## src/rtl/alu_cmd_pkg.sv

```systemverilog
// Shared types for the ALU command responder.
//   alu_op_e    : 4-bit opcode set, all 16 codes defined
//   FLAG_*      : bit positions inside the 4-bit response flag field
//   alu_state_e : execute FSM states
//   alu_rsp_t   : one response FIFO entry {result, flags, tag}
// The response struct is sized from ALU_WIDTH / ALU_TAG_W. The top-level
// WIDTH / TAG_W parameters default to these values and must stay equal to them.
package alu_cmd_pkg;

    localparam int ALU_WIDTH = 8;
    localparam int ALU_TAG_W = 4;

    localparam int FLAG_C  = 0;
    localparam int FLAG_V  = 1;
    localparam int FLAG_Z  = 2;
    localparam int FLAG_DZ = 3;

    typedef enum logic [3:0] {
        OP_ADD  = 4'd0,
        OP_SUB  = 4'd1,
        OP_MUL  = 4'd2,
        OP_DIV  = 4'd3,
        OP_SLL  = 4'd4,
        OP_SRL  = 4'd5,
        OP_ROL  = 4'd6,
        OP_ROR  = 4'd7,
        OP_AND  = 4'd8,
        OP_OR   = 4'd9,
        OP_XOR  = 4'd10,
        OP_NOR  = 4'd11,
        OP_NAND = 4'd12,
        OP_XNOR = 4'd13,
        OP_AGTB = 4'd14,
        OP_AEQB = 4'd15
    } alu_op_e;

    typedef enum logic {
        ST_IDLE   = 1'b0,
        ST_DIVIDE = 1'b1
    } alu_state_e;

    typedef struct packed {
        logic [2*ALU_WIDTH-1:0] result;
        logic [3:0]             flags;
        logic [ALU_TAG_W-1:0]   tag;
    } alu_rsp_t;

endpackage

```

## src/rtl/alu_resp_fifo.sv

```systemverilog
// Synchronous response FIFO holding alu_rsp_t entries.
//   clk, reset     : clock, async active-low reset (empties the FIFO)
//   push_i/data_i  : write an entry (ignored when full unless popping too)
//   pop_i          : drop the head entry (ignored when empty)
//   data_o         : head entry, valid whenever empty_o is low
//   count_o        : occupancy 0..DEPTH
//   full_o/empty_o : occupancy flags
module alu_resp_fifo
    import alu_cmd_pkg::*;
#(
    parameter int DEPTH = 4
) (
    input  logic                   clk,
    input  logic                   reset,
    input  logic                   push_i,
    input  alu_rsp_t               data_i,
    input  logic                   pop_i,
    output alu_rsp_t               data_o,
    output logic [$clog2(DEPTH):0] count_o,
    output logic                   full_o,
    output logic                   empty_o
);

    localparam int PTR_W = $clog2(DEPTH);
    localparam logic [PTR_W:0] FULL_CNT = (PTR_W+1)'(DEPTH);

    alu_rsp_t         mem_q [DEPTH];
    logic [PTR_W-1:0] wr_ptr_q;
    logic [PTR_W-1:0] rd_ptr_q;
    logic [PTR_W:0]   count_q;
    logic             do_push;
    logic             do_pop;

    // A pop frees the slot in the same edge, so a full FIFO can still take a push.
    assign do_pop  = pop_i && (count_q != '0);
    assign do_push = push_i && ((count_q != FULL_CNT) || do_pop);

    always_ff @(posedge clk) begin
        if (do_push) begin
            mem_q[wr_ptr_q] <= data_i;
        end
    end

    // Pointers wrap naturally because DEPTH is a power of two.
    always_ff @(posedge clk or negedge reset) begin
        if (!reset) begin
            wr_ptr_q <= '0;
            rd_ptr_q <= '0;
            count_q  <= '0;
        end else begin
            if (do_push) wr_ptr_q <= wr_ptr_q + 1'b1;
            if (do_pop)  rd_ptr_q <= rd_ptr_q + 1'b1;
            case ({do_push, do_pop})
                2'b10:   count_q <= count_q + 1'b1;
                2'b01:   count_q <= count_q - 1'b1;
                default: count_q <= count_q;
            endcase
        end
    end

    assign data_o  = mem_q[rd_ptr_q];
    assign count_o = count_q;
    assign full_o  = (count_q == FULL_CNT);
    assign empty_o = (count_q == '0);

endmodule

```

## src/rtl/alu_cmd_responder.sv

```systemverilog
// Responder end of the ALU command interface.
//   clk, reset            : clock, async active-low reset
//   req_valid/req_ready   : request handshake; req_op/req_a/req_b/req_tag captured on accept
//   rsp_valid/rsp_ready   : response handshake; rsp_result/rsp_flags/rsp_tag show the FIFO head
//   busy                  : divide running or responses still queued
// Single-cycle ops are pushed into the response FIFO at the accepting edge.
// DIV with a non-zero divisor runs a restoring divider, one quotient bit per cycle.
//
//   state     | meaning
//   ----------+-------------------------------------------------------------
//   ST_IDLE   | accepting requests while the FIFO has space
//   ST_DIVIDE | iterating the divider, requests held off, pushes on last step
module alu_cmd_responder
    import alu_cmd_pkg::*;
#(
    parameter int WIDTH = ALU_WIDTH,
    parameter int DEPTH = 4,
    parameter int TAG_W = ALU_TAG_W
) (
    input  logic               clk,
    input  logic               reset,
    input  logic               req_valid,
    output logic               req_ready,
    input  logic [3:0]         req_op,
    input  logic [WIDTH-1:0]   req_a,
    input  logic [WIDTH-1:0]   req_b,
    input  logic [TAG_W-1:0]   req_tag,
    output logic               rsp_valid,
    input  logic               rsp_ready,
    output logic [2*WIDTH-1:0] rsp_result,
    output logic [3:0]         rsp_flags,
    output logic [TAG_W-1:0]   rsp_tag,
    output logic               busy
);

    localparam int SH_W  = $clog2(WIDTH);
    localparam int CNT_W = $clog2(WIDTH) + 1;

    alu_state_e       state_q;
    logic             run_q;
    logic [WIDTH-1:0] div_rem_q;
    logic [WIDTH-1:0] div_quo_q;
    logic [WIDTH-1:0] div_b_q;
    logic [TAG_W-1:0] div_tag_q;
    logic [CNT_W-1:0] div_cnt_q;

    logic               accept;
    logic               start_div;
    logic [WIDTH:0]     add_full;
    logic [WIDTH:0]     sub_full;
    logic [2*WIDTH-1:0] mul_full;
    logic [2*WIDTH-1:0] rot_l;
    logic [2*WIDTH-1:0] rot_r;
    logic [SH_W-1:0]    sh_amt;
    logic [2*WIDTH-1:0] exe_result;
    logic [3:0]         exe_flags;

    logic [WIDTH:0]     div_part;
    logic [WIDTH:0]     div_diff;
    logic               div_ge;
    logic [WIDTH-1:0]   div_rem_d;
    logic [WIDTH-1:0]   div_quo_d;
    logic               div_last;

    logic                  fifo_push;
    alu_rsp_t              fifo_din;
    alu_rsp_t              fifo_head;
    logic [$clog2(DEPTH):0] fifo_count;
    logic                  fifo_full;
    logic                  fifo_empty;

    // run_q keeps req_ready low while reset is asserted.
    assign req_ready = run_q && (state_q == ST_IDLE) && !fifo_full;
    assign accept    = req_valid && req_ready;
    assign start_div = accept && (alu_op_e'(req_op) == OP_DIV) && (req_b != '0);

    always_comb begin
        add_full   = {1'b0, req_a} + {1'b0, req_b};
        sub_full   = {1'b0, req_a} - {1'b0, req_b};
        mul_full   = {{WIDTH{1'b0}}, req_a} * {{WIDTH{1'b0}}, req_b};
        sh_amt     = req_b[SH_W-1:0];
        rot_l      = {req_a, req_a} << sh_amt;
        rot_r      = {req_a, req_a} >> sh_amt;
        exe_result = '0;
        exe_flags  = '0;
        case (alu_op_e'(req_op))
            OP_ADD: begin
                exe_result        = {{(WIDTH-1){1'b0}}, add_full};
                exe_flags[FLAG_C] = add_full[WIDTH];
                exe_flags[FLAG_V] = (req_a[WIDTH-1] == req_b[WIDTH-1]) &&
                                    (add_full[WIDTH-1] != req_a[WIDTH-1]);
            end
            OP_SUB: begin
                exe_result        = {{WIDTH{1'b0}}, sub_full[WIDTH-1:0]};
                exe_flags[FLAG_C] = sub_full[WIDTH];
                exe_flags[FLAG_V] = (req_a[WIDTH-1] != req_b[WIDTH-1]) &&
                                    (sub_full[WIDTH-1] != req_a[WIDTH-1]);
            end
            OP_MUL:  exe_result = mul_full;
            OP_DIV: begin
                // Only the divide-by-zero case is pushed from here.
                if (req_b == '0) begin
                    exe_result         = {req_a, {WIDTH{1'b1}}};
                    exe_flags[FLAG_DZ] = 1'b1;
                end
            end
            OP_SLL:  exe_result = {{WIDTH{1'b0}}, req_a << sh_amt};
            OP_SRL:  exe_result = {{WIDTH{1'b0}}, req_a >> sh_amt};
            OP_ROL:  exe_result = {{WIDTH{1'b0}}, rot_l[2*WIDTH-1:WIDTH]};
            OP_ROR:  exe_result = {{WIDTH{1'b0}}, rot_r[WIDTH-1:0]};
            OP_AND:  exe_result = {{WIDTH{1'b0}}, req_a & req_b};
            OP_OR:   exe_result = {{WIDTH{1'b0}}, req_a | req_b};
            OP_XOR:  exe_result = {{WIDTH{1'b0}}, req_a ^ req_b};
            OP_NOR:  exe_result = {{WIDTH{1'b0}}, ~(req_a | req_b)};
            OP_NAND: exe_result = {{WIDTH{1'b0}}, ~(req_a & req_b)};
            OP_XNOR: exe_result = {{WIDTH{1'b0}}, ~(req_a ^ req_b)};
            OP_AGTB: exe_result = {{(2*WIDTH-1){1'b0}}, (req_a > req_b)};
            OP_AEQB: exe_result = {{(2*WIDTH-1){1'b0}}, (req_a == req_b)};
            default: exe_result = '0;
        endcase
        exe_flags[FLAG_Z] = (exe_result == '0);
    end

    // Restoring step: quotient register shifts the dividend out MSB-first
    // while quotient bits shift in at the bottom.
    always_comb begin
        div_part  = {div_rem_q, div_quo_q[WIDTH-1]};
        div_diff  = div_part - {1'b0, div_b_q};
        div_ge    = (div_part >= {1'b0, div_b_q});
        div_rem_d = div_ge ? div_diff[WIDTH-1:0] : div_part[WIDTH-1:0];
        div_quo_d = {div_quo_q[WIDTH-2:0], div_ge};
        div_last  = (div_cnt_q == CNT_W'(1));
    end

    always_comb begin
        fifo_push = 1'b0;
        fifo_din  = '0;
        if ((state_q == ST_DIVIDE) && div_last) begin
            fifo_push                = 1'b1;
            fifo_din.result          = {div_rem_d, div_quo_d};
            fifo_din.flags[FLAG_Z]   = ({div_rem_d, div_quo_d} == '0);
            fifo_din.tag             = div_tag_q;
        end else if (accept && !start_div) begin
            fifo_push       = 1'b1;
            fifo_din.result = exe_result;
            fifo_din.flags  = exe_flags;
            fifo_din.tag    = req_tag;
        end
    end

    always_ff @(posedge clk or negedge reset) begin
        if (!reset) begin
            state_q   <= ST_IDLE;
            run_q     <= 1'b0;
            div_rem_q <= '0;
            div_quo_q <= '0;
            div_b_q   <= '0;
            div_tag_q <= '0;
            div_cnt_q <= '0;
        end else begin
            run_q <= 1'b1;
            case (state_q)
                ST_IDLE: begin
                    if (start_div) begin
                        state_q   <= ST_DIVIDE;
                        div_rem_q <= '0;
                        div_quo_q <= req_a;
                        div_b_q   <= req_b;
                        div_tag_q <= req_tag;
                        div_cnt_q <= CNT_W'(WIDTH);
                    end
                end
                ST_DIVIDE: begin
                    div_rem_q <= div_rem_d;
                    div_quo_q <= div_quo_d;
                    div_cnt_q <= div_cnt_q - 1'b1;
                    if (div_last) state_q <= ST_IDLE;
                end
                default: state_q <= ST_IDLE;
            endcase
        end
    end

    alu_resp_fifo #(
        .DEPTH (DEPTH)
    ) u_fifo (
        .clk     (clk),
        .reset   (reset),
        .push_i  (fifo_push),
        .data_i  (fifo_din),
        .pop_i   (rsp_ready),
        .data_o  (fifo_head),
        .count_o (fifo_count),
        .full_o  (fifo_full),
        .empty_o (fifo_empty)
    );

    // Head storage is not reset, so outputs are forced to zero while empty.
    assign rsp_valid  = !fifo_empty;
    assign rsp_result = fifo_empty ? '0 : fifo_head.result;
    assign rsp_flags  = fifo_empty ? '0 : fifo_head.flags;
    assign rsp_tag    = fifo_empty ? '0 : fifo_head.tag;
    assign busy       = (state_q == ST_DIVIDE) || (fifo_count != '0);

endmodule

```

## config.mk

```make
export PLATFORM = sky130hd
export DESIGN_NAME = alu_cmd_responder
export DESIGN_NICKNAME = d
export VERILOG_FILES = /design/src/rtl/alu_cmd_pkg.sv /design/src/rtl/alu_resp_fifo.sv /design/src/rtl/alu_cmd_responder.sv
export SDC_FILE = /design/constraint.sdc
export NUM_CORES = 1
export LEC_CHECK = 0
export ABC_AREA = 1
export BUFFER_PORTS_ARGS = -buffer_cell sky130_fd_sc_hd__buf_2
export CAP_MARGIN = 0
export CORE_AREA = 4 4 143 145
export DETAILED_ROUTE_END_ITERATION = 8
export DIE_AREA = 0 0 147 149
export PLACE_DENSITY = 0.82
export SETUP_SLACK_MARGIN = 0.2
export SYNTH_ARGS = -nofsm -noshare
export SYNTH_HDL_FRONTEND = slang
export SYNTH_HIERARCHICAL = 1
export SYNTH_SLANG_ARGS = --single-unit
export TNS_END_PERCENT = 30
```

## constraint.sdc

```tcl
create_clock -name clk -period 5.9 [get_ports clk]
set_clock_uncertainty 0.1 [all_clocks]
set_input_delay 0.885 -clock clk [delete_from_list [all_inputs] [get_ports clk]]
set_output_delay 0.885 -clock clk [all_outputs]
set_load 0.1 [all_outputs]
```

Yosys cells after proc, flatten, opt, wreduce, memory -nomap -nowiden
Memories as Yosys holds them, arrays and structs flattened.
Index checks and enable logic that the tools add are counted.
Widths: inputs -> output; s select.

word-level totals
  memories kept = 1
  bits in registers = 41
  input port bits = 28
  bits in writable memories = 96

cells by class
  reduce and logical (&&, ||, !) cells = 25
  eq/ne operators = 26
  bitwise operators = 7
  $mul = 1
  shift-type cells = 4
  magnitude comparators = 2
  multiplexer cells = 29
  add/sub/neg operators = 8

memories
  memory        words  bits a word  read ports  clocked after memory_dff  wr ports  RTL line             text
  u_fifo.mem_q  4      24           1           0                         1         alu_resp_fifo.sv:27  alu_rsp_t mem_q [DEPTH];

operators by type and width
  cell                count
  $pmux 16 s16        1
  $mux 16             3
  $eq 4x4->1 const B  8
  $logic_not 16->1    2
  $pmux 8 s2          2
  $mux 24             1
  $mux 8              3
  $not 8->8           3
  $eq 4x3->1 const B  4
  $mul 8x8->16        1
  $mux 4              4
  $shl 16x3->16       1
  $shr 16x3->8        1
  $logic_and 1x1->1   11
  $mux 1              10
  $add 8x8->9         1
  $ge 9x8->1          1
  $sub 8x8->9         1
  $and 8x8->8         1
  $eq 4x1->1 const B  2
  $eq 4x2->1 const B  2
  $eq 8x8->1          1
  $gt 8x8->1          1
  $logic_not 8->1     1
  other kinds (30)    36

Logic depth before layout (Yosys ltp)
  depth in word-level cells = 13
  gate-level depth with buffers = 26
  depth with buffers taken out = 25

Hierarchy
Netlist, hierarchy kept.

modules (own cells, without submodules)
  module             seq. area each (sq um)  cells an instance  times used  area each (sq um)
  alu_cmd_responder  850.8                   1233               1           7193.1
  alu_resp_fifo      3057.9                  320                1           4106.4

Worst setup path before layout
OpenSTA, ideal clock, no wires.

  path kind = in2reg
  from = in req_b[2]
  to = mem u_fifo/mem_q[0][6] (netlist name), data pin
  cell stages on the path = 23
  setup time = 266 ps
  arrival time = 4833 ps
  slack = 701 ps
  data required time = 5534 ps
  path through = clkbuf_1 -> clkbuf_1 -> nand2_1 -> fa_1 -> fa_1 -> inv_1 -> fa_1 -> inv_1 -> fa_1 -> inv_1 -> ha_1 -> nand2_1 -> nand2_1 -> a21oi_1 -> nand2_1 -> a21oi_1 -> o21ai_0 -> nand2_1 -> nor2_1 -> nand2_1 -> nor2_1 -> nand4_1 -> nand2_1

RTL lines
  what                RTL line                 text
  start: declaration  alu_cmd_responder.sv:26  input logic [WIDTH-1:0] req_b,
  end: declaration    alu_resp_fifo.sv:27

==> impl_metrics.csv <==
group,metric,value,unit
setup_path,path_cells,"buf_2, ha_1, fa_1, fa_1, fa_1, inv_1, fa_1, inv_1, ha_1, nand2_1, inv_1, a21oi_1, nand2_1, o21ai_0, nand2_1, nor2_1, nand2_1, nor2_1, nand4_1, nand2_1",
routing,top_layer,"met4",
timing,finalSetupTns,0,ns
setup_path,worstSetupPathType,"primary input to flip-flop",
synth,synth_top_family_by_area,"simple AND/OR/NAND/NOR gates",
grt,antenna_found_initial,0,
clock_network,cts_tree,"done",
clock_network,post_cts_buffers,0,
grt,grt_max_degree,52,
timing,clock.fmax,195,MHz
layout,antenna_cells,0,
synth,synth-compound-area-share,0.0976,
synth,ys_seq_area_frac,0.346,
timing,drv_slew,0,
setup_path,slowest_delay,0.56,ns
pwr,p_sw,3090,µW
die,fp-row-count,51,
setup_path,crit_arrival,5.30,ns
setup_path,end_kind,"flip-flop",
synth,synth_cells,1553,
timing,fin_crit_sh,0.870,
flow_run,drv_cap,0,
timing,rsz0062_at_grt,"no",
die,placeableCoreArea,19200,µm²
clock_network,htreeDepth,4,
pwr,leakage,0.00623,µW
timing,slew_headroom,0.335,
pwr,switching_share,0.539,
clock_network,clk_latency,0.42,ns
synth,synth-edff-count,96,
synth,synth-async-reset-ratio,0.299,
grt,grt_pass1_vias,9891,
outcome,status,"complete, no violations",
grt,grt_overflow,0,
routing,finalWirelength,31.5,mm
pwr,p_int,2650,µW
timing,worst_pin_slew,0.994,ns
die,ioPinCount,55,
clock_network,cts_buffer_depth,2,
synth,synthMuxAreaShare,0,
layout,fill_cells,1645,
placed_design,gp_congestion,1.02,
placed_design,placed_area,11700,µm²
synth,ys_seq_elements,137,
synth,ys_top_cells_by_area,"edfxtp_1 26%, nand2_1 14%, dfrtp_1 9.1%",
timing,setup_viol,0,
synth,avgSynthCellArea,7.28,µm²
timing,fin_crit,5.13,ns
layout,synthToLayoutAreaGrowth,8.30,%
clock_network,cts.repair.resized,0,
routing,drc_errors,0,
synth,syn_area,11300,µm²
placed_design,post-dp-hpwl,23.3,mm
synth,ys_warn_count,6,
worst_hold_path,hold_class,"flip-flop to flip-flop",
die,initial_core_util,0.588,
routing,avgViaCountPerCell,5.64,
routing,routed-wl-met3,2.88,mm
placed_design,post-place-ws,0.386,ns
timing,hold_viol,0,
layout,nets,1724,
setup_path,crit_path_start_kind,"primary input",
clock_network,cts_sinks,137,
synth,synthXorXnorAreaFrac,0.0109,
synth,yosys-top-cells-count,"416 x nand2_1, 252 x inv_1, 195 x nor2_1",
clock_network,cts_made_buffers,17,
pwr,pwr-share-seq,0.238,
setup_path,crit_required,6.07,ns
synth,synth_fa_ha_area_frac,0.155,
placed_design,port_buffers,54,
setup_path,cp_slowest_cell,"fa_1",
grt,grtUsageTotal,0.290,
layout,utilization,0.637,
pwr,p_comb_frac,0.594,
pwr,powerDensity,469,nW/µm²
synth,ys_types,38,
pwr,clkPwrFrac,0.168,
timing,setup_ws,0.766,ns
routing,drtIter0Drc,1101,
synth,ys_dominant_reg_cell,"edfxtp_1",
clock_network,cts_hold_buf,0,
synth,synth_fp_nets,1697,
clock_network,clk_pin_slew,0.06,ns
routing,dr.pass1.iters,6,
die,fp.dieW,147,µm
clock_network,root_buffer,"clkbuf_16",
routing,wl_per_cell,17.0,µm
setup_path,rrSetupSlack,2.21,ns
layout,final_layout_size_suffix_gt1_frac,0.0785,
routing,antenna_left,0,
grt,grt_pass1_wl,50.4,mm
die,die_area,21900,µm²
routing,wl_met1,12.4,mm
pwr,peakVddDrop,0.263,mV
die,die_y,149,µm
synth,synth_top_area_share,0.255,
routing,routed-wl-met2,15.1,mm
setup_path,crit_fanout,12,
setup_path,worst_path_most_repeated_cell,"nand2_1",
synth,yosysTopAreaCell,"edfxtp_1",
synth,synthMostInstantiatedCell,"nand2_1",
layout,final_cell_area,12200,µm²
synth,synthSimpleGateAreaFrac,0.275,
routing,vias,10500,
==> layout by cell type (no fill, tap or decap), drive strengths merged, types with 6 or more instances in the layout <==
cell type / n
nand2: 420
inv: 260
nor2: 199
o21ai: 142
nand3: 103
edfxtp: 96
ha: 76
buf: 70
dfrtp: 41
fa: 40
a21oi: 31
nand4: 23
clkbuf: 19
o22ai: 12
nor3: 12
xor2: 9
clkinv: 6
==> cells by family after synthesis <==
group	after synthesis
compound gates	202
xor+xnor	14
fa+ha+maj	116
buf+inv	320
flops	137
other cells	1
simple gates	763
==> area by class of cell <==
cell class / instances / area (µm²) / area share
Sequential cell: 137 / 3910 / 0.319
Timing Repair Buffer: 70 / 390 / 0.0319
Inverter: 258 / 968 / 0.0791
Clock buffer: 19 / 433 / 0.0354
Clock inverter: 12 / 103 / 0.00838
Tap cell: 265 / 332 / 0.0271
Multi-Input combinational cell: 1096 / 6100 / 0.499
==> path summary, 6_finish.rpt <==
path | endpoint | cells past startpoint | from
max in group asynchronous | div_quo_q[4]$_DFFE_PN0P_ | 1 | reset
worst min register to register | div_tag_q[1]$_DFFE_PN0P_ | 2 | div_tag_q[1]$_DFFE_PN0P_
worst max-delay path | u_fifo/mem_q[3][6]$_DFFE_PP_ | 20 | req_a[4]
worst min-delay path | div_tag_q[1]$_DFFE_PN0P_ | 2 | div_tag_q[1]$_DFFE_PN0P_
min in group asynchronous | u_fifo/count_o[1]$_DFFE_PN0P_ | 1 | reset
worst max register to register | u_fifo/count_o[2]$_DFFE_PN0P_ | 17 | state_q$_DFF_PN0_
==> stage by stage <==
stage / hold WS, ns / power [µW] / instances
4_1_cts: 0.404 / 5730 / 1857
5_1_grt: 0.446 / 6140 / 1857
3_3_place_gp: 0.370 / 4650 / 1826
3_5_place_dp: 0.383 / 4740 / 1826
6_report: 0.408 / 5740 / 1857
2_1_floorplan: 0.353 / 4140 / 1553
==> power by group through the flow <==
stage	logic, µW	clock network, µW	registers (µW)
finish	3410	962	1370
global route	3740	1010	1390
CTS	3390	974	1360
detailed placement	3360	0	1380
global placement	3280	0	1370
floorplan	2800	0	1340
==> critical path, delay by kind of cell <==
family	cells	cell delay (ns)
AO/OA/AOI/OAI	2	0.29
adder cells (fa/ha/maj)	6	2.73
buffers and inverters	4	0.47
AND/OR/NAND/NOR	8	0.91
==> state kept, by name (all words and copies together), names as in the netlist <==
signal           cells
u_fifo/wr_ptr_q      2
div_tag_q            4
u_fifo/count_o       3
div_rem_q            8
u_fifo/mem_q        96
u_fifo/rd_ptr_q      2
div_quo_q            8
div_cnt_q            4
run_q                1
state_q              1
div_b_q              8
==> layer usage <==
metal / GRT usage / vias to the layer above
met3: 0.0523 / 88
met1: 0.371 / 4813
met2: 0.489 / 574
met4: 0.126 / 0
met5: 0 / -
li1: - / 4992
Power figures use the tool's default switching activity.
